$ cat src/rtl/button_pkg.sv
// Shared types and constants for the push-button conditioner.
// Optional auto-repeat is enabled by defining BUTTON_AUTO_REPEAT_EN.
package button_pkg;

   typedef enum logic [1:0] {
      IDLE   = 2'd0,
      DELAY  = 2'd1,
      REPEAT = 2'd2
   } repeat_state_t;

   localparam int BTN_C = 0;
   localparam int BTN_N = 1;
   localparam int BTN_S = 2;
   localparam int BTN_E = 3;
   localparam int BTN_W = 4;

   function automatic int max_int(input int a, input int b);
      return (a > b) ? a : b;
   endfunction

endpackage

$ cat src/rtl/button_conditioner_if.sv
// Button bundle: raw inputs in, conditioned levels and pulses out.
interface button_conditioner_if #(
   parameter int NUM_BTNS = 5
);
   logic [NUM_BTNS-1:0] btn_raw;
   logic [NUM_BTNS-1:0] btn_level;
   logic [NUM_BTNS-1:0] btn_press;
   logic [NUM_BTNS-1:0] btn_release;
   logic [NUM_BTNS-1:0] btn_step;

   modport master (
      output btn_raw,
      input  btn_level, btn_press, btn_release, btn_step
   );

   modport slave (
      input  btn_raw,
      output btn_level, btn_press, btn_release, btn_step
   );
endinterface

$ cat src/rtl/button_channel.sv
// One button: 2-flop synchronizer, debounce filter, edge pulses and
// (when BUTTON_AUTO_REPEAT_EN is defined) an auto-repeat step generator.
module button_channel
   import button_pkg::*;
#(
   parameter int DEBOUNCE_CYCLES = 1000000,
   parameter int REPEAT_DELAY    = 25000000,
   parameter int REPEAT_RATE     = 5000000
) (
   input  logic clk_50,
   input  logic rst_n,
   input  logic btn_raw,
   output logic btn_level,
   output logic btn_press,
   output logic btn_release,
   output logic btn_step
);

   localparam int DB_W = $clog2(DEBOUNCE_CYCLES + 1);
   localparam logic [DB_W-1:0] DB_LAST = DB_W'(DEBOUNCE_CYCLES - 1);

   if (DEBOUNCE_CYCLES < 1 || REPEAT_DELAY < 1 || REPEAT_RATE < 1) begin : g_cfg_err
      $error("button_channel: cycle parameters must be >= 1");
   end

   logic [1:0]      sync_q, sync_d;
   logic [DB_W-1:0] db_cnt_q, db_cnt_d;
   logic            level_q, level_d;
   logic            press_q, press_d;
   logic            release_q, release_d;
   logic            step_q, step_d;
   logic            rpt_pulse;

   // NOTE: every signal gets a default before any branch, so no path leaves a
   // combinational output unassigned and no latch is inferred.
   always_comb begin
      sync_d    = {sync_q[0], btn_raw};
      db_cnt_d  = '0;
      level_d   = level_q;
      press_d   = 1'b0;
      release_d = 1'b0;
      if (sync_q[1] != level_q) begin
         if (db_cnt_q == DB_LAST) begin
            level_d   = sync_q[1];
            press_d   = sync_q[1];
            release_d = ~sync_q[1];
         end else begin
            db_cnt_d = db_cnt_q + 1'b1;
         end
      end
   end

`ifdef BUTTON_AUTO_REPEAT_EN
   localparam int RPT_W = $clog2(max_int(REPEAT_DELAY, REPEAT_RATE) + 1);
   localparam logic [RPT_W-1:0] DELAY_LAST = RPT_W'(REPEAT_DELAY - 1);
   localparam logic [RPT_W-1:0] RATE_LAST  = RPT_W'(REPEAT_RATE - 1);
   localparam logic [1:0] ST_IDLE   = IDLE;
   localparam logic [1:0] ST_DELAY  = DELAY;
   localparam logic [1:0] ST_REPEAT = REPEAT;

   logic [1:0]       state_q, state_d;
   logic [RPT_W-1:0] rpt_cnt_q, rpt_cnt_d;

   // Release has priority so a terminal count on the release cycle is dropped.
   always_comb begin
      state_d   = state_q;
      rpt_cnt_d = rpt_cnt_q;
      rpt_pulse = 1'b0;
      if (release_d) begin
         state_d   = ST_IDLE;
         rpt_cnt_d = '0;
      end else begin
         case (state_q)
            ST_IDLE: begin
               rpt_cnt_d = '0;
               if (press_d) state_d = ST_DELAY;
            end
            ST_DELAY: begin
               if (rpt_cnt_q == DELAY_LAST) begin
                  rpt_pulse = 1'b1;
                  rpt_cnt_d = '0;
                  state_d   = ST_REPEAT;
               end else begin
                  rpt_cnt_d = rpt_cnt_q + 1'b1;
               end
            end
            ST_REPEAT: begin
               if (rpt_cnt_q == RATE_LAST) begin
                  rpt_pulse = 1'b1;
                  rpt_cnt_d = '0;
               end else begin
                  rpt_cnt_d = rpt_cnt_q + 1'b1;
               end
            end
            default: begin
               state_d   = ST_IDLE;
               rpt_cnt_d = '0;
            end
         endcase
      end
   end

   always_ff @(posedge clk_50 or negedge rst_n) begin
      if (!rst_n) begin
         state_q   <= ST_IDLE;
         rpt_cnt_q <= '0;
      end else begin
         state_q   <= state_d;
         rpt_cnt_q <= rpt_cnt_d;
      end
   end
`else
   assign rpt_pulse = 1'b0;
`endif

   assign step_d = press_d | rpt_pulse;

   // NOTE: non-blocking assignments let every flop sample pre-edge values,
   // which is what makes the two sync stages a real two-cycle pipeline.
   always_ff @(posedge clk_50 or negedge rst_n) begin
      if (!rst_n) begin
         sync_q    <= '0;
         db_cnt_q  <= '0;
         level_q   <= 1'b0;
         press_q   <= 1'b0;
         release_q <= 1'b0;
         step_q    <= 1'b0;
      end else begin
         sync_q    <= sync_d;
         db_cnt_q  <= db_cnt_d;
         level_q   <= level_d;
         press_q   <= press_d;
         release_q <= release_d;
         step_q    <= step_d;
      end
   end

   assign btn_level   = level_q;
   assign btn_press   = press_q;
   assign btn_release = release_q;
   assign btn_step    = step_q;

endmodule

$ cat src/rtl/button_conditioner.sv
// Push-button conditioner top: one independent button_channel per button.
// Auto-repeat steps are built only when BUTTON_AUTO_REPEAT_EN is defined.
module button_conditioner
   import button_pkg::*;
#(
   parameter int NUM_BTNS        = 5,
   parameter int DEBOUNCE_CYCLES = 1000000,
   parameter int REPEAT_DELAY    = 25000000,
   parameter int REPEAT_RATE     = 5000000
) (
   input  logic                 clk_50,
   input  logic                 rst_n,
   button_conditioner_if.slave  btn_if
);

   for (genvar i = 0; i < NUM_BTNS; i++) begin : g_chan
      button_channel #(
         .DEBOUNCE_CYCLES (DEBOUNCE_CYCLES),
         .REPEAT_DELAY    (REPEAT_DELAY),
         .REPEAT_RATE     (REPEAT_RATE)
      ) u_chan (
         .clk_50      (clk_50),
         .rst_n       (rst_n),
         .btn_raw     (btn_if.btn_raw[i]),
         .btn_level   (btn_if.btn_level[i]),
         .btn_press   (btn_if.btn_press[i]),
         .btn_release (btn_if.btn_release[i]),
         .btn_step    (btn_if.btn_step[i])
      );
   end

endmodule
$ cat src/flat_wrapper.sv
// flat-port wrapper written by rule: the top's interface ports become plain ports
module button_conditioner_flat import button_pkg::*;
#(
   parameter int NUM_BTNS        = 5,
   parameter int DEBOUNCE_CYCLES = 1000000,
   parameter int REPEAT_DELAY    = 25000000,
   parameter int REPEAT_RATE     = 5000000
)
  (clk_50, rst_n, btn_if_btn_raw, btn_if_btn_level, btn_if_btn_press, btn_if_btn_release, btn_if_btn_step);
  button_conditioner_if #(.NUM_BTNS(NUM_BTNS)) btn_if_i ();
  input  logic clk_50;
  input  logic rst_n;
  input wire logic [$bits(btn_if_i.btn_raw)-1:0] btn_if_btn_raw;
  output wire logic [$bits(btn_if_i.btn_level)-1:0] btn_if_btn_level;
  output wire logic [$bits(btn_if_i.btn_press)-1:0] btn_if_btn_press;
  output wire logic [$bits(btn_if_i.btn_release)-1:0] btn_if_btn_release;
  output wire logic [$bits(btn_if_i.btn_step)-1:0] btn_if_btn_step;
  assign btn_if_i.btn_raw = btn_if_btn_raw;
  assign btn_if_btn_level = btn_if_i.btn_level;
  assign btn_if_btn_press = btn_if_i.btn_press;
  assign btn_if_btn_release = btn_if_i.btn_release;
  assign btn_if_btn_step = btn_if_i.btn_step;
  button_conditioner #(.NUM_BTNS(NUM_BTNS), .DEBOUNCE_CYCLES(DEBOUNCE_CYCLES), .REPEAT_DELAY(REPEAT_DELAY), .REPEAT_RATE(REPEAT_RATE)) u_core (.clk_50(clk_50), .rst_n(rst_n), .btn_if(btn_if_i));
endmodule
$ cat config.mk
export PLATFORM = sky130hd
export DESIGN_NAME = button_conditioner_flat
export DESIGN_NICKNAME = d
export VERILOG_FILES = /design/src/rtl/button_pkg.sv /design/src/rtl/button_conditioner_if.sv /design/src/rtl/button_channel.sv /design/src/rtl/button_conditioner.sv /design/src/flat_wrapper.sv
export SDC_FILE = /design/constraint.sdc
export NUM_CORES = 1
export LEC_CHECK = 0
export BUFFER_PORTS_ARGS = -buffer_cell sky130_fd_sc_hd__buf_2
export CAP_MARGIN = 20
export CELL_PAD_IN_SITES_DETAIL_PLACEMENT = 0
export CELL_PAD_IN_SITES_GLOBAL_PLACEMENT = 1
export CORE_AREA = 2 2 108 121
export DETAILED_ROUTE_END_ITERATION = 8
export DIE_AREA = 0 0 110 123
export GPL_ROUTABILITY_DRIVEN = 1
export PLACE_DENSITY_LB_ADDON = 0.2
export SLEW_MARGIN = 20
export SYNTH_ARGS = -nofsm -noshare
export SYNTH_HDL_FRONTEND = slang
export SYNTH_HIERARCHICAL = 1
export SYNTH_SLANG_ARGS = --single-unit
export TNS_END_PERCENT = 100
$ cat constraint.sdc
create_clock -name clk_50 -period 2.14 [get_ports clk_50]
set_input_delay 0.107 -clock clk_50 [delete_from_list [all_inputs] [get_ports clk_50]]
set_output_delay 0.107 -clock clk_50 [all_outputs]
set_load 0.01 [all_outputs]
Word-level counts from Yosys, hierarchy flattened
Index checks and enable logic that the tools add are counted.
{ "classes": {"n_addsub": 5, "n_eq_ne": 10, "reduce_logical": 5, "muxes": 30, "bitwise_logic": 5} }
{ "op_table": {"columns": ["cell", "n"], "rows": [
  ["$mux 20", 10],
  ["$add 20x1->20 const B", 5],
  ["$eq 20x20->1 const B", 5],
  ["$mux 1", 20],
  ["$reduce_and 2->1", 5],
  ["$ne 1x1->1", 5],
  ["$not 1->1", 5]
]} }
{ "word_totals": {"out_inout_bits": 20, "in_bits": 7, "wordCells": 80, "ff_bits": 125} }

Longest topological paths before layout
Gate-level depths: netlist of the first run.
{ "depth": {"ltp_word": 3, "mapped_depth": 6} }

By module
The synthesis of the first run kept the hierarchy.
{ "by_module_without_submodules": {"columns": ["module", "instances", "seq_area_each_um2", "cells_each", "area_per_inst_um2"], "rows": [
  ["button_channel", 5, 625.6, 117, 1181.1]
]} }

Worst setup path after synthesis of the first run
No wires, ideal clock.
{ "synth_timing": {"kind": "register -> register", "startpoint": "reg u_core.g_chan[0].u_chan.db_cnt_q[0]", "endpoint": "reg u_core.g_chan[0].u_chan.db_cnt_q[18]", "arrival_ns": 1.907, "n_path_buf": 1, "period_less_slack_ns": 1.980, "slack_ns": 0.160, "stages_incl_launch_ff": 7, "setup_time_ns": 0.073, "cell_sequence": "dfrtp_1 ha_1 nand2_1 or4_1 buf_2 or4_4 a21oi_2"} }
{ "synth_via": {"elab_chain_cells": 3, "word_cells_on_any_way": 4, "classes_between": "1 x add/sub; 1 x eq/ne; 2 x mux"} }
{ "synth_rtl": {"columns": ["item", "line", "source"], "rows": [
  ["from (decl)", "button_channel.sv:27", "logic [DB_W-1:0] db_cnt_q, db_cnt_d;"],
  ["from (signal assigned)", "button_channel.sv:130", "db_cnt_q <= db_cnt_d;"],
  ["$add 20x1->20 or $eq 20x20->1 (tied branches)", "button_channel.sv:48, button_channel.sv:43", null],
  ["$mux 20 (*)", "button_channel.sv:43", "if (db_cnt_q == DB_LAST) begin"],
  ["$mux 20 (*)", "button_channel.sv:42", "if (sync_q[1] != level_q) begin"],
  ["net u_core.g_chan[0].u_chan.db_cnt_d[18]", "button_channel.sv:27", null]
]} }
Mark *: on every way through the listed nets, which the timed path passes. The rest lies on a longest branch.
A chain may end at the register's enable or synchronous reset.

Final worst setup path of the first run
{ "layout_timing": {"startpoint": "reg u_core.g_chan[4].u_chan.db_cnt_q[1]", "endpoint": "reg u_core.g_chan[4].u_chan.db_cnt_q[18]"} }
{ "layout_via": {"elab_chain_cells": 3, "word_cells_on_any_way": 4, "classes_between": "1 x add/sub; 1 x eq/ne; 2 x mux"} }
{ "layout_rtl": {"columns": ["item", "line"], "rows": [
  ["from (decl)", "button_channel.sv:27"],
  ["from (signal assigned)", "button_channel.sv:130"],
  ["$add 20x1->20 or $eq 20x20->1 (tied branches)", "button_channel.sv:48, button_channel.sv:43"],
  ["$mux 20 (*)", "button_channel.sv:43"],
  ["$mux 20 (*)", "button_channel.sv:42"],
  ["net u_core.g_chan[4].u_chan.db_cnt_d[18]", "button_channel.sv:27"]
]} }
Marked as above.

==> results of run 1 <==
-- cell families after synthesis --
group           Yosys count  share of synthesized area, %
simple gates            250                          23.8
flops                   125                          53.0
compound gates           85                          8.47
buf+inv                  60                          4.56
xor+xnor                 55                          8.16
mux                       5                         0.953
fa+ha+maj                 5                          1.06
-- flip-flops by register name, summed over array words and instances (netlist names) --
| name | cells |
|---|---|
| u_core/g_chan.u_chan/btn_step | 5 |
| u_core/g_chan.u_chan/btn_level | 5 |
| u_core/g_chan.u_chan/db_cnt_q | 100 |
| u_core/g_chan.u_chan/sync_q | 10 |
| u_core/g_chan.u_chan/btn_release | 5 |
-- metal layers --
metal / GRT usage [%] / vias to the layer above / part of all wire, %
li1: - / 2130 / -
met1: 22.6 / 2104 / 46
met2: 29.2 / 55 / 48
met3: 5.54 / 19 / 3.3
met4: 7.67 / 0 / 2.2
met5: 0 / - / 0
-- how the worst min path moves through the flow --
stage          startpoint                                    to  slack (ps)  cells past startpoint
2_1_floorplan       rst_n     u_core/g_chan[0].u_chan/btn_level        -190                      0
3_3_place_gp        rst_n  u_core/g_chan[1].u_chan/db_cnt_q[16]         140                      1
3_5_place_dp        rst_n  u_core/g_chan[1].u_chan/db_cnt_q[17]         150                      1
4_1_cts             rst_n  u_core/g_chan[1].u_chan/db_cnt_q[17]         250                      2
5_1_grt             rst_n  u_core/g_chan[1].u_chan/db_cnt_q[18]         290                      2
6_report            rst_n  u_core/g_chan[1].u_chan/db_cnt_q[18]         230                      2
-- synthesized netlist by cell type --
master    number  area [µm²]
a21oi_1       35         175
a21oi_2        5        43.8
a31o_2         5        43.8
and2_1         5        31.3
and3_2         5        37.5
buf_2         20         100
buf_4          5        37.5
clkbuf_1       5        18.8
dfrtp_1      125        3130
ha_1           5        62.6
inv_1         30         113
mux2_2         5        56.3
nand2_1       25        93.8
nand3_1       40         200
nand3_2        5        50.1
nand4_1       10        62.6
nor2_1        65         244
nor3_1        10        50.1
nor3b_1       10        75.1
nor4_1         5        31.3
o21ai_0       25         125
o31ai_1       15         113
or2_2          5        31.3
or3_1         10        62.6
or3_2         15         113
or4_1         30         225
or4_2          5        43.8
or4_4          5        56.3
xnor2_1       30         263
xor2_1        25         219
-- cell type report --
class / count / area share, %
sequential: 125 / 45.0
multi-input combinational: 400 / 36.4
clock buffer: 25 / 7.41
timing repair buffer: 53 / 5.94
tap: 157 / 2.82
inverter: 30 / 1.62
clock inverter: 6 / 0.827
-- report_power, final --
part           total (mW)  leakage [nW]  switching, mW  internal, mW
combinational       0.182         0.910          0.109        0.0740
clock                2.74         0.285          0.973          1.76
sequential           2.43          1.71         0.0322          2.40
-- timing repair --
action,4_1_cts,5_1_grt
buffers inserted,0,0
endpoints found under the setup margin,0,19
resized for setup,0,7
hold buffers,6,0
endpoints found under the hold margin,44,0
==> impl_summary.txt, run 1 <==
----------------------------------------------------
[Clock tree]
  Clock latency on the worst-skew pair ... 420 ps
  Cell at the root of the clock tree ... clkbuf_16
  H-tree depth reported by CTS ... 4
  CTS tree ... done
  Register clock-pin slew on the reported worst setup and hold paths ... 50 ps
  Total CTS buffers ... 17
  Number of clock sinks ... 125
  Buffer depth of the longest clock path ... 2

[Placed design]
  Inst Count DP ... 759
  Setup slack after placement ... 39.7 ps
  Final GP Congestion ... 0.764
  Final HPWL DP ... 7290 µm
  Number of buffer cells added on primary ports ... 26
  Standard cell area after detailed placement ... 6300 µm²

[Power]
  Total power of the final layout ... 5.35 mW
  Worst IR Drop VDD ... 563 µV
  Reported leakage power ... 2.91 nW
  Power per Cell Area ... 769 nW/µm²

[Timing]
  Clock period minus worst slack ... 2030 ps
  Worst path setup slack after routing ... 109 ps
  Period utilization ... 94.9%
  Timing-limited maximum frequency ... 492 MHz
  Final count of negative-setup-slack endpoints ... 0
  Final Max Tran Viols ... 0
  Summed negative setup slack over all endpoints ... 0 ps
  Setup repair after global routing missed its margin ... false
  Slew at the pin closest to its max-slew limit ... 592 ps
  Max_slew headroom ... 60.5%
  Hold slack ... 229 ps
  Number of failing hold endpoints at the final stage ... 0
  Clock Skews ... 5.43 ps

[Floorplan]
  Die height ... 123 µm
  Die width ... 110 µm
  Top Ports ... 27
  Die area ... 13500 µm²
  Initial Utilization ... 47.9%
  Core area ... 12300 µm²
  Std cell rows ... 43

[Critical path]
  Required @ worst endpoint ... 2480 ps
  Worst setup path class ... reg -> reg
  Destination of the worst register-to-register timing path ... u_core/g_chan[4].u_chan/db_cnt_q[18]
  Critical path cell sequence ... ha_1 -> nand2_1 -> or4_4 -> or4_4 -> a21oi_2
  Reg-to-reg setup timing slack ... 110 ps
  Crit path launch type ... register
  Cells on worst reg2reg path ... 5
  Cell count along the critical path ... 5
  CP dominant cell by count ... or4_4
  RR Startpoint ... u_core/g_chan[4].u_chan/db_cnt_q[1]
  Critical Path Sink Type ... register
  Critical Path Sink ... u_core/g_chan[4].u_chan/db_cnt_q[18]
  Data arrival time of the worst path ... 2370 ps
  CP max stage delay ... 570 ps
  Slowest library cell on the worst path ... or4_4
  Sum of buffers and inverters on the critical path ... 0
  Family with the most delay on the worst path ... simple AND/OR/NAND/NOR gates
  Peak fanout along the critical path ... 8
  Setup crit start ... u_core/g_chan[4].u_chan/db_cnt_q[1]

[Layout]
  Most frequent standard cell in the layout excluding fill and tap cells ... dfrtp_1
  # diodes ... 0
  Fraction of layout cells with a size suffix above 1 ... 21.6%
  Multi-input logic area ... 2530 µm²
  Summed area of non-filler cells in the final layout ... 6960 µm²
  Fillers ... 1076
  Final cell count without fillers ... 796
  Final nets ... 639
  Footprint of the flip-flops and latches ... 3130 µm²
  Commonest cells after routing, fill and taps aside ... dfrtp_1 (125), nor2_1 (65), nand3_1 (40)
  Area Overhead vs Synth ... 17.8%
  Final design utilization ... 56.5%

[Min path]
  Hold WC Path Type ... in -> async

[Route]
  Iteration count of the initial detailed-routing pass ... 4
  Starting DRC count in detailed routing ... 190
  Remaining number of nets flagged by the antenna check after routing ... 0
  Via density per instance ... 5.41
  Number of vias in the routed layout ... 4308
  Per-cell routed wire length ... 13.4 µm
  Total Routed Length ... 10600 µm
  Residual DRC ... 0

[GRT]
  Pin count of the biggest net entering global routing ... 50
  Overall Global Routing Usage ... 18.2%
  Antenna violations before repair ... 0
  Congestion Overflow GR ... 0
  Via count of the first global-routing pass ... 4289
  First-pass GRT wire length ... 19100 µm

[Yosys]
  Post-synthesis instance total ... 585
  Number of nets in the synthesized netlist ... 597
  Register bit total from synthesis ... 125
  Synthesis warning total ... 6
  Count of different cell masters after synthesis ... 30
  Synthesized area ... 5910 µm²
  Fraction of the yosys area taken by sequential cells ... 53.0%
  Synth Area per Inst ... 10.1 µm²

[Outcome]
  Result of the run ... finished clean

[Job]
  Max-cap violation count ... 0

----------------------------------------------------
(Power assumes the default switching activity.)
==> inputs of run 2 (changes only) <==
--- a/config.mk
+++ b/config.mk
@@ -14,6 +14,7 @@
 export DIE_AREA = 0 0 110 123
 export GPL_ROUTABILITY_DRIVEN = 1
 export PLACE_DENSITY_LB_ADDON = 0.2
+export REMOVE_ABC_BUFFERS = 1
 export SLEW_MARGIN = 20
 export SYNTH_ARGS = -nofsm -noshare
 export SYNTH_HDL_FRONTEND = slang
==> constraint.sdc (replaced) <==
create_clock -name clk_50 -period 2.14 [get_ports clk_50]
set_input_delay 0 -clock clk_50 [delete_from_list [all_inputs] [get_ports clk_50]]
set_output_delay 0 -clock clk_50 [all_outputs]
set_load 0.01 [all_outputs]
==> run 2 against run 1 <==
Compared with the run above:
- largest power group unchanged
- first-iteration DRC count grew 21%
- critical path depth unchanged
- critical endpoint is now u_core/g_chan[2].u_chan/db_cnt_q[18]
- clock power is 23% higher
- clock-buffer cell count shrank 7
==> impl_summary.txt, run 2 (synthesis results as in run 1) <==
----------------------------------------------------
[Clock tree]
  Cell at the root of the clock tree ... clkbuf_16
  CTS tree ... done
  # Post-CTS Setup Buffers ... 0 (unchanged)
  Number of clock sinks ... 125 (unchanged)
  Register clock-pin slew on the reported worst setup and hold paths ... 60 ps (about the same)
  Clock latency on the worst-skew pair ... 420 ps (about the same)
  H-tree depth reported by CTS ... 4 (unchanged)
  Total CTS buffers ... 17 (unchanged)
  Buffer depth of the longest clock path ... 2 (unchanged)

[Power]
  Power per Cell Area ... 850 nW/µm² (+11%)
  Reported leakage power ... 2.92 nW (+0.39%)
  Worst IR Drop VDD ... 593 µV (+5.3%)

[Outcome]
  Result of the run ... finished clean

[Layout]
  Number of flip-flops under the largest register name ... 100 (unchanged)
  Footprint of the flip-flops and latches ... 3130 µm² (unchanged)
  Fraction of layout cells with a size suffix above 1 ... 21.3% (-0.34 points)
  Summed area of non-filler cells in the final layout ... 7040 µm² (+1.1%)
  Final nets ... 634 (-0.78%)
  Largest register by flop count ... u_core/g_chan.u_chan/db_cnt_q
  Area Overhead vs Synth ... 19.1%
  Commonest cells after routing, fill and taps aside ... dfrtp_1 (125), nor2_1 (65), nand3_1 (40)
  Most frequent standard cell in the layout excluding fill and tap cells ... dfrtp_1
  # diodes ... 0 (unchanged)
  Multi-input logic area ... 2530 µm² (about the same)
  Registers with the most flip-flops ... u_core/g_chan.u_chan/db_cnt_q: 100 flops, u_core/g_chan.u_chan/sync_q: 10 flops
  Fillers ... 1053 (-2.1%)

[Route]
  Number of vias in the routed layout ... 4297 (-0.26%)
  Per-cell routed wire length ... 13.4 µm (+0.20%)
  Total Routed Length ... 10600 µm (-0.30%)
  Via density per instance ... 5.43 (+0.25%)
  Starting DRC count in detailed routing ... 230 (+21%)
  Residual DRC ... 0 (unchanged)
  Iteration count of the initial detailed-routing pass ... 4 (unchanged)
  Remaining number of nets flagged by the antenna check after routing ... 0 (unchanged)

[Critical path]
  Destination of the worst register-to-register timing path ... u_core/g_chan[2].u_chan/db_cnt_q[18]
  Worst setup path class ... reg -> reg
  Critical Path Sink Type ... register
  Crit path launch type ... register
  Peak fanout along the critical path ... 6 (-2)
  Reg-to-reg setup timing slack ... 110 ps (about the same)
  RR Startpoint ... u_core/g_chan[2].u_chan/db_cnt_q[0]
  Required @ worst endpoint ... 2490 ps (about the same)
  Data arrival time of the worst path ... 2380 ps (about the same)
  Cells on worst reg2reg path ... 5 (unchanged)

[Timing]
  Summed negative setup slack over all endpoints ... 0 ps (unchanged)
  Final Max Tran Viols ... 0 (unchanged)
  Hold slack ... 218 ps (-11.6 ps)
  Final count of negative-setup-slack endpoints ... 0 (unchanged)
  Slew at the pin closest to its max-slew limit ... 657 ps (+64.5 ps)
  Period utilization ... 94.9% (about the same)
  Number of failing hold endpoints at the final stage ... 0 (unchanged)
  Setup repair after global routing missed its margin ... false
  Clock period minus worst slack ... 2030 ps (+0.496 ps)
  Worst path setup slack after routing ... 108 ps (-0.496 ps)
  Clock Skews ... 5.21 ps (-0.216 ps)
  Timing-limited maximum frequency ... 492 MHz (about the same)
  Max_slew headroom ... 56.2% (-4.3 points)

[Job]
  Max-cap violation count ... 0 (unchanged)

[Floorplan]
  Top Ports ... 27 (unchanged)
  Die height ... 123 µm (unchanged)
  Die area ... 13500 µm² (unchanged)
  Core area ... 12300 µm² (unchanged)
  Die width ... 110 µm (unchanged)
  Std cell rows ... 43 (unchanged)
  Initial Utilization ... 47.9% (unchanged)

[Placed design]
  Final HPWL DP ... 6880 µm (-5.7%)
  Number of buffer cells added on primary ports ... 26 (unchanged)
  Standard cell area after detailed placement ... 6250 µm² (-0.79%)
  Final GP Congestion ... 0.770 (+0.79%)
  Setup slack after placement ... 61.2 ps (+21.5 ps)

[Min path]
  Hold WC Path Type ... in -> async

[GRT]
  Via count of the first global-routing pass ... 4236 (-1.2%)
  Pin count of the biggest net entering global routing ... 126 (+150%)
  Overall Global Routing Usage ... 17.7% (-0.45 points)
  Antenna violations before repair ... 0 (unchanged)
  First-pass GRT wire length ... 18700 µm (-2.3%)
  Congestion Overflow GR ... 0 (unchanged)

----------------------------------------------------
==> run 2: cell types whose count changed in the layout (fill, tap and decap cells not counted), sizes merged <==
cell / previous run / this run
buf: 47 / 42
bufinv: 1 / 7
clkbuf: 25 / 18
clkinv: 4 / 2
clkinvlp: 1 / 5
==> run 2: final cells by class <==
class / instances / area share, %
flip-flops and latches: 125 / 44.5
multi-input cells: 400 / 36.0
clock buffers: 18 / 6.24
repair buffers: 48 / 5.16
clock inverters: 14 / 3.77
well taps: 157 / 2.79
inverters: 30 / 1.60
==> run 2: report_power, final <==
group	internal [mW]	total [mW]	switching [mW]
Sequential	2.40	2.43	0.0341
Clock	2.33	3.38	1.05
Combinational	0.0662	0.170	0.104
==> run 2: metal layers <==
| layer | routed length, µm | part of all wire (%) | track usage (%) | vias to the layer above |
|---|---|---|---|---|
| met4 | 152 | 1.4 | 8.47 | 0 |
| met3 | 279 | 2.6 | 4.90 | 14 |
| met2 | 5260 | 50 | 30.0 | 42 |
| met5 | 0 | 0 | 0 | - |
| li1 | - | - | - | 2123 |
| met1 | 4920 | 46 | 20.6 | 2118 |
==> run 2: how the worst max path moves through the flow <==
stage	cells after the start	endpoint	startpoint
finish	5	u_core/g_chan[2].u_chan/db_cnt_q[18]	u_core/g_chan[2].u_chan/db_cnt_q[0]
global route	5	u_core/g_chan[2].u_chan/db_cnt_q[18]	u_core/g_chan[2].u_chan/db_cnt_q[0]
CTS	5	u_core/g_chan[1].u_chan/db_cnt_q[18]	u_core/g_chan[1].u_chan/db_cnt_q[0]
detailed placement	5	u_core/g_chan[4].u_chan/db_cnt_q[18]	u_core/g_chan[4].u_chan/db_cnt_q[0]
global placement	5	u_core/g_chan[2].u_chan/btn_level	u_core/g_chan[2].u_chan/db_cnt_q[12]
floorplan	5	u_core/g_chan[0].u_chan/db_cnt_q[18]	u_core/g_chan[0].u_chan/db_cnt_q[0]
==> run 2: critical path, cell delays in order, from the launching register on <==
cell and delay [ps]:
dfrtp_1 410, ha_1 240, nand2_1 110, or4_4 560, or4_4 500, a21oi_2 140
==> run 2: what timing repair did <==
action,CTS,global route
endpoints found under the hold margin,130,0
setup endpoints to repair,0,17
hold buffers,6,0
gates resized for setup,0,6
==> run 2: through the flow <==
step	util [%]	instances	total power, mW
after floorplan	-	555	2.53
after global placement	50.7	754	2.64
after detailed placement	50.7	754	2.64
after CTS	56.9	792	6.07
after global routing	57.1	792	6.21
final	57.1	792	5.98
==> inputs of run 3 (changes only) <==
--- a/config.mk
+++ b/config.mk
@@ -5,13 +5,14 @@
 export SDC_FILE = /design/constraint.sdc
 export NUM_CORES = 1
 export LEC_CHECK = 0
-export BUFFER_PORTS_ARGS = -buffer_cell sky130_fd_sc_hd__buf_2
+export ABC_AREA = 1
+export BUFFER_PORTS_ARGS = -buffer_cell sky130_fd_sc_hd__clkbuf_2
 export CAP_MARGIN = 20
 export CELL_PAD_IN_SITES_DETAIL_PLACEMENT = 0
 export CELL_PAD_IN_SITES_GLOBAL_PLACEMENT = 1
-export CORE_AREA = 2 2 108 121
+export CORE_AREA = 2 2 118 131
 export DETAILED_ROUTE_END_ITERATION = 8
-export DIE_AREA = 0 0 110 123
+export DIE_AREA = 0 0 120 133
 export GPL_ROUTABILITY_DRIVEN = 1
 export PLACE_DENSITY_LB_ADDON = 0.2
 export REMOVE_ABC_BUFFERS = 1
==> run 3 against run 2 <==
Compared with the run above:
- maximum frequency increased by 42%
- utilization is 2.8 points lower
- non-clock buffer count shrank 11
- global-route usage rose by 1.6 points
- design area rose by 14%
- register-to-register slack improved by 600 ps
- cell count is 36% higher
- flip-flop and latch count unchanged
- combinational power up 6%
- sequential power barely moved
- critical path type unchanged
- largest cell class is now multi-input gates
- highest routed layer unchanged
==> impl_summary.txt, run 3 <==
----------------------------------------------------
[Timing]
  Final Max Tran Viols ... 0 (unchanged)
  Clock Skews ... 5.13 ps (-0.0867 ps)
  Setup repair after global routing missed its margin ... false
  Worst path setup slack after routing ... 713 ps (+605 ps)
  Summed negative setup slack over all endpoints ... 0 ps (unchanged)
  Slew at the pin closest to its max-slew limit ... 473 ps (-184 ps)
  Clock period minus worst slack ... 1430 ps (-605 ps)
  Period utilization ... 66.7% (-28 points)
  Number of failing hold endpoints at the final stage ... 0 (unchanged)
  Max_slew headroom ... 68.5% (+12 points)
  Timing-limited maximum frequency ... 701 MHz (+42%)
  Final count of negative-setup-slack endpoints ... 0 (unchanged)

[Yosys]
  Cell taking the most area after synthesis ... dfrtp_1
  Synthesized area ... 6890 µm² (+17%)
  Area share of the largest cell type after synthesis ... 45.4% (-7.6 points)
  Post-synthesis instance total ... 815 (+39%)
  Synth top area cells ... dfrtp_1 (45%), nor2_1 (11%), nand2_1 (6.5%)
  Number of enable-type register cells in the synthesized netlist ... 0 (unchanged)
  Async set-or-reset flop fraction in the synthesized netlist ... 100% (unchanged)
  Fraction of the yosys area taken by sequential cells ... 45.4% (-7.6 points)
  Register bit total from synthesis ... 125 (unchanged)
  Post-synth top flop ... dfrtp_1
  Ranking of synthesized cells by instance count ... nor2_1 (195), dfrtp_1 (125), nand2_1 (120)
  Synthesis warning total ... 6 (unchanged)
  Count of different cell masters after synthesis ... 26 (-13%)
  Most repeated cell in the gate-level netlist after synthesis ... nor2_1
  Synth Area per Inst ... 8.46 µm² (-16%)

[Placed design]
  Setup slack after placement ... 712 ps (+651 ps)
  Standard cell area after detailed placement ... 7300 µm² (+17%)
  Final HPWL DP ... 10300 µm (+49%)
  Number of buffer cells added on primary ports ... 26 (unchanged)
  Final GP Congestion ... 0.837 (+8.7%)

[GRT]
  Antenna violations before repair ... 0 (unchanged)
  Congestion Overflow GR ... 0 (unchanged)
  Pin count of the biggest net entering global routing ... 51 (-60%)
  First-pass GRT wire length ... 24700 µm (+32%)
  Overall Global Routing Usage ... 19.3% (+1.6 points)
  Via count of the first global-routing pass ... 5198 (+23%)

[Critical path]
  Required @ worst endpoint ... 2440 ps (-50 ps)
  Cells on worst reg2reg path ... 6 (+1)
  Destination of the worst register-to-register timing path ... u_core/g_chan[4].u_chan/db_cnt_q[5]
  RR Startpoint ... u_core/g_chan[4].u_chan/db_cnt_q[0]
  Data arrival time of the worst path ... 1730 ps (-650 ps)
  Critical Path Sink ... u_core/g_chan[4].u_chan/db_cnt_q[5]
  Setup crit start ... u_core/g_chan[4].u_chan/db_cnt_q[0]
  Peak fanout along the critical path ... 9 (+3)
  Critical Path Sink Type ... register
  Worst setup path class ... reg -> reg
  Reg-to-reg setup timing slack ... 710 ps (+600 ps)
  Crit path launch type ... register

[Layout]
  Final nets ... 878 (+38%)
  Most frequent standard cell in the layout excluding fill and tap cells ... nor2_1
  Registers with the most flip-flops ... u_core/g_chan.u_chan/db_cnt_q: 100 flops, u_core/g_chan.u_chan/sync_q: 10 flops
  Largest register by flop count ... u_core/g_chan.u_chan/db_cnt_q
  Summed area of non-filler cells in the final layout ... 8010 µm² (+14%)
  Commonest cells after routing, fill and taps aside ... nor2_1 (195), dfrtp_1 (125), nand2_1 (120)
  Number of flip-flops under the largest register name ... 100 (unchanged)
  Fraction of layout cells with a size suffix above 1 ... 20.3% (-1.0 points)
  Final design utilization ... 54.3% (-2.8 points)
  Area Overhead vs Synth ... 16.2%
  # diodes ... 0 (unchanged)

[Route]
  Residual DRC ... 0 (unchanged)
  Iteration count of the initial detailed-routing pass ... 7 (+3)
  Via density per instance ... 4.93 (-9.2%)
  Number of vias in the routed layout ... 5298 (+23%)
  Total Routed Length ... 14100 µm (+33%)
  Per-cell routed wire length ... 13.1 µm (-2.4%)
  Remaining number of nets flagged by the antenna check after routing ... 0 (unchanged)
  Starting DRC count in detailed routing ... 273 (+19%)

[Clock tree]
  Register clock-pin slew on the reported worst setup and hold paths ... 60 ps (about the same)
  Total CTS buffers ... 17 (unchanged)
  Cell at the root of the clock tree ... clkbuf_16
  Post-CTS sizing ... 0 (unchanged)
  Number of clock sinks ... 125 (unchanged)
  CTS tree ... done
  Buffer depth of the longest clock path ... 2 (unchanged)
  H-tree depth reported by CTS ... 4 (unchanged)
  Clock latency on the worst-skew pair ... 410 ps (about the same)

[Power]
  Int Pwr ... 4.55 mW (-5.0%)
  Worst IR Drop VDD ... 548 µV (-7.6%)
  Power per Cell Area ... 716 nW/µm² (-16%)
  Net switching component of the power ... 1.18 mW (-0.19%)
  Clk network pwr share ... 54.6% (-1.9 points)
  Total power of the final layout ... 5.74 mW (-4.1%)
  Part of the total power dissipated in sequential elements ... 42.2% (+1.5 points)
  Reported leakage power ... 3.67 nW (+26%)
  Switching power share of the total ... 20.6% (+0.80 points)
  Comb pwr share ... 3.1% (+0.2 points)

[Floorplan]
  Initial Utilization ... 46.7% (-1.2 points)
  Std cell rows ... 47 (+9.3%)
  Die area ... 16000 µm² (+18%)
  Die height ... 133 µm (+8.1%)
  Die width ... 120 µm (+9.1%)
  Core area ... 14800 µm² (+20%)
  Top Ports ... 27 (unchanged)

[Min path]
  Hold WC Path Type ... in -> async

[Outcome]
  Result of the run ... finished clean

[Job]
  Max-cap violation count ... 0 (unchanged)

----------------------------------------------------
## run 3: changes by cell type in the layout (fill, tap and decap cells not counted), sizes merged, moves of 25 or more
cell,before,now
nand3,45,80
a21oi,40,15
nand2,25,145
nor2,65,235
clkbuf,18,47
or3,25,0
inv,30,85
or4,40,0
buf,42,6
## run 3: metal layers
metal	GRT usage [%]	part of all wire (%)	vias up
met5	0	0	-
met4	7.58	1.1	0
met3	4.66	2.5	14
met2	32.2	51	64
met1	24.0	45	2535
li1	-	-	2685
## run 3: repair_timing
item | in CTS | in global routing
hold buffers | 6 | 0
endpoints found under the hold margin | 130 | 0
buffers inserted | 0 | 0
## run 3: final cells by class
cell class              count  area, µm²
fillers                  1415       6750
clock buffers              22        494
inverters                  85        319
repair buffers             37        255
flip-flops and latches    125       3130
clock inverters            10        159
multi-input cells         600       3410
well taps                 196        245
## run 3: how the worst min path moves through the flow
stage | to | cells after the start | slack [ps]
2_1_floorplan | u_core/g_chan[0].u_chan/btn_level | 0 | -300
3_3_place_gp | u_core/g_chan[4].u_chan/db_cnt_q[18] | 1 | -10
3_5_place_dp | u_core/g_chan[4].u_chan/db_cnt_q[19] | 1 | -2
4_1_cts | u_core/g_chan[4].u_chan/db_cnt_q[6] | 2 | 100
5_1_grt | u_core/g_chan[4].u_chan/db_cnt_q[6] | 2 | 120
6_report | u_core/g_chan[4].u_chan/db_cnt_q[19] | 2 | 90
## run 3: worst max-delay path: stages (launching register included)
cell	delay (ps)
dfrtp_1	370
ha_1	210
nand3_2	150
nor2_4	190
nand3_4	170
nand2_4	160
nor2_1	70
## run 3: power by group through the flow
stage | Clock (mW) | Sequential [mW] | Combinational, mW
after floorplan | 0 | 2.46 | 0.0875
final | 3.13 | 2.42 | 0.180
after detailed placement | 0 | 2.46 | 0.178
after global routing | 3.33 | 2.43 | 0.208
after global placement | 0 | 2.46 | 0.173
after CTS | 3.21 | 2.42 | 0.188
## run 3: logic make-up (layout without fill, tap and decap cells)
kind of cell	count (synthesis)	count (layout)	share of synthesized area [%]
AOI/OAI and AO/OA	40	40	3.54
xor gates and xnor gates	50	50	6.35
adders and majority gates	5	5	0.907
buffers and inverters	90	154	5.17
DFF	125	125	45.4
and+or+nand+nor	505	505	38.7
## run 3: metrics by stage
stage / hold WS [ps] / cells
6_report: 89.6 / 1075
5_1_grt: 116 / 1075
4_1_cts: 96.8 / 1075
3_5_place_dp: -2.04 / 1037
3_3_place_gp: -10.2 / 1037
2_1_floorplan: -296 / 810
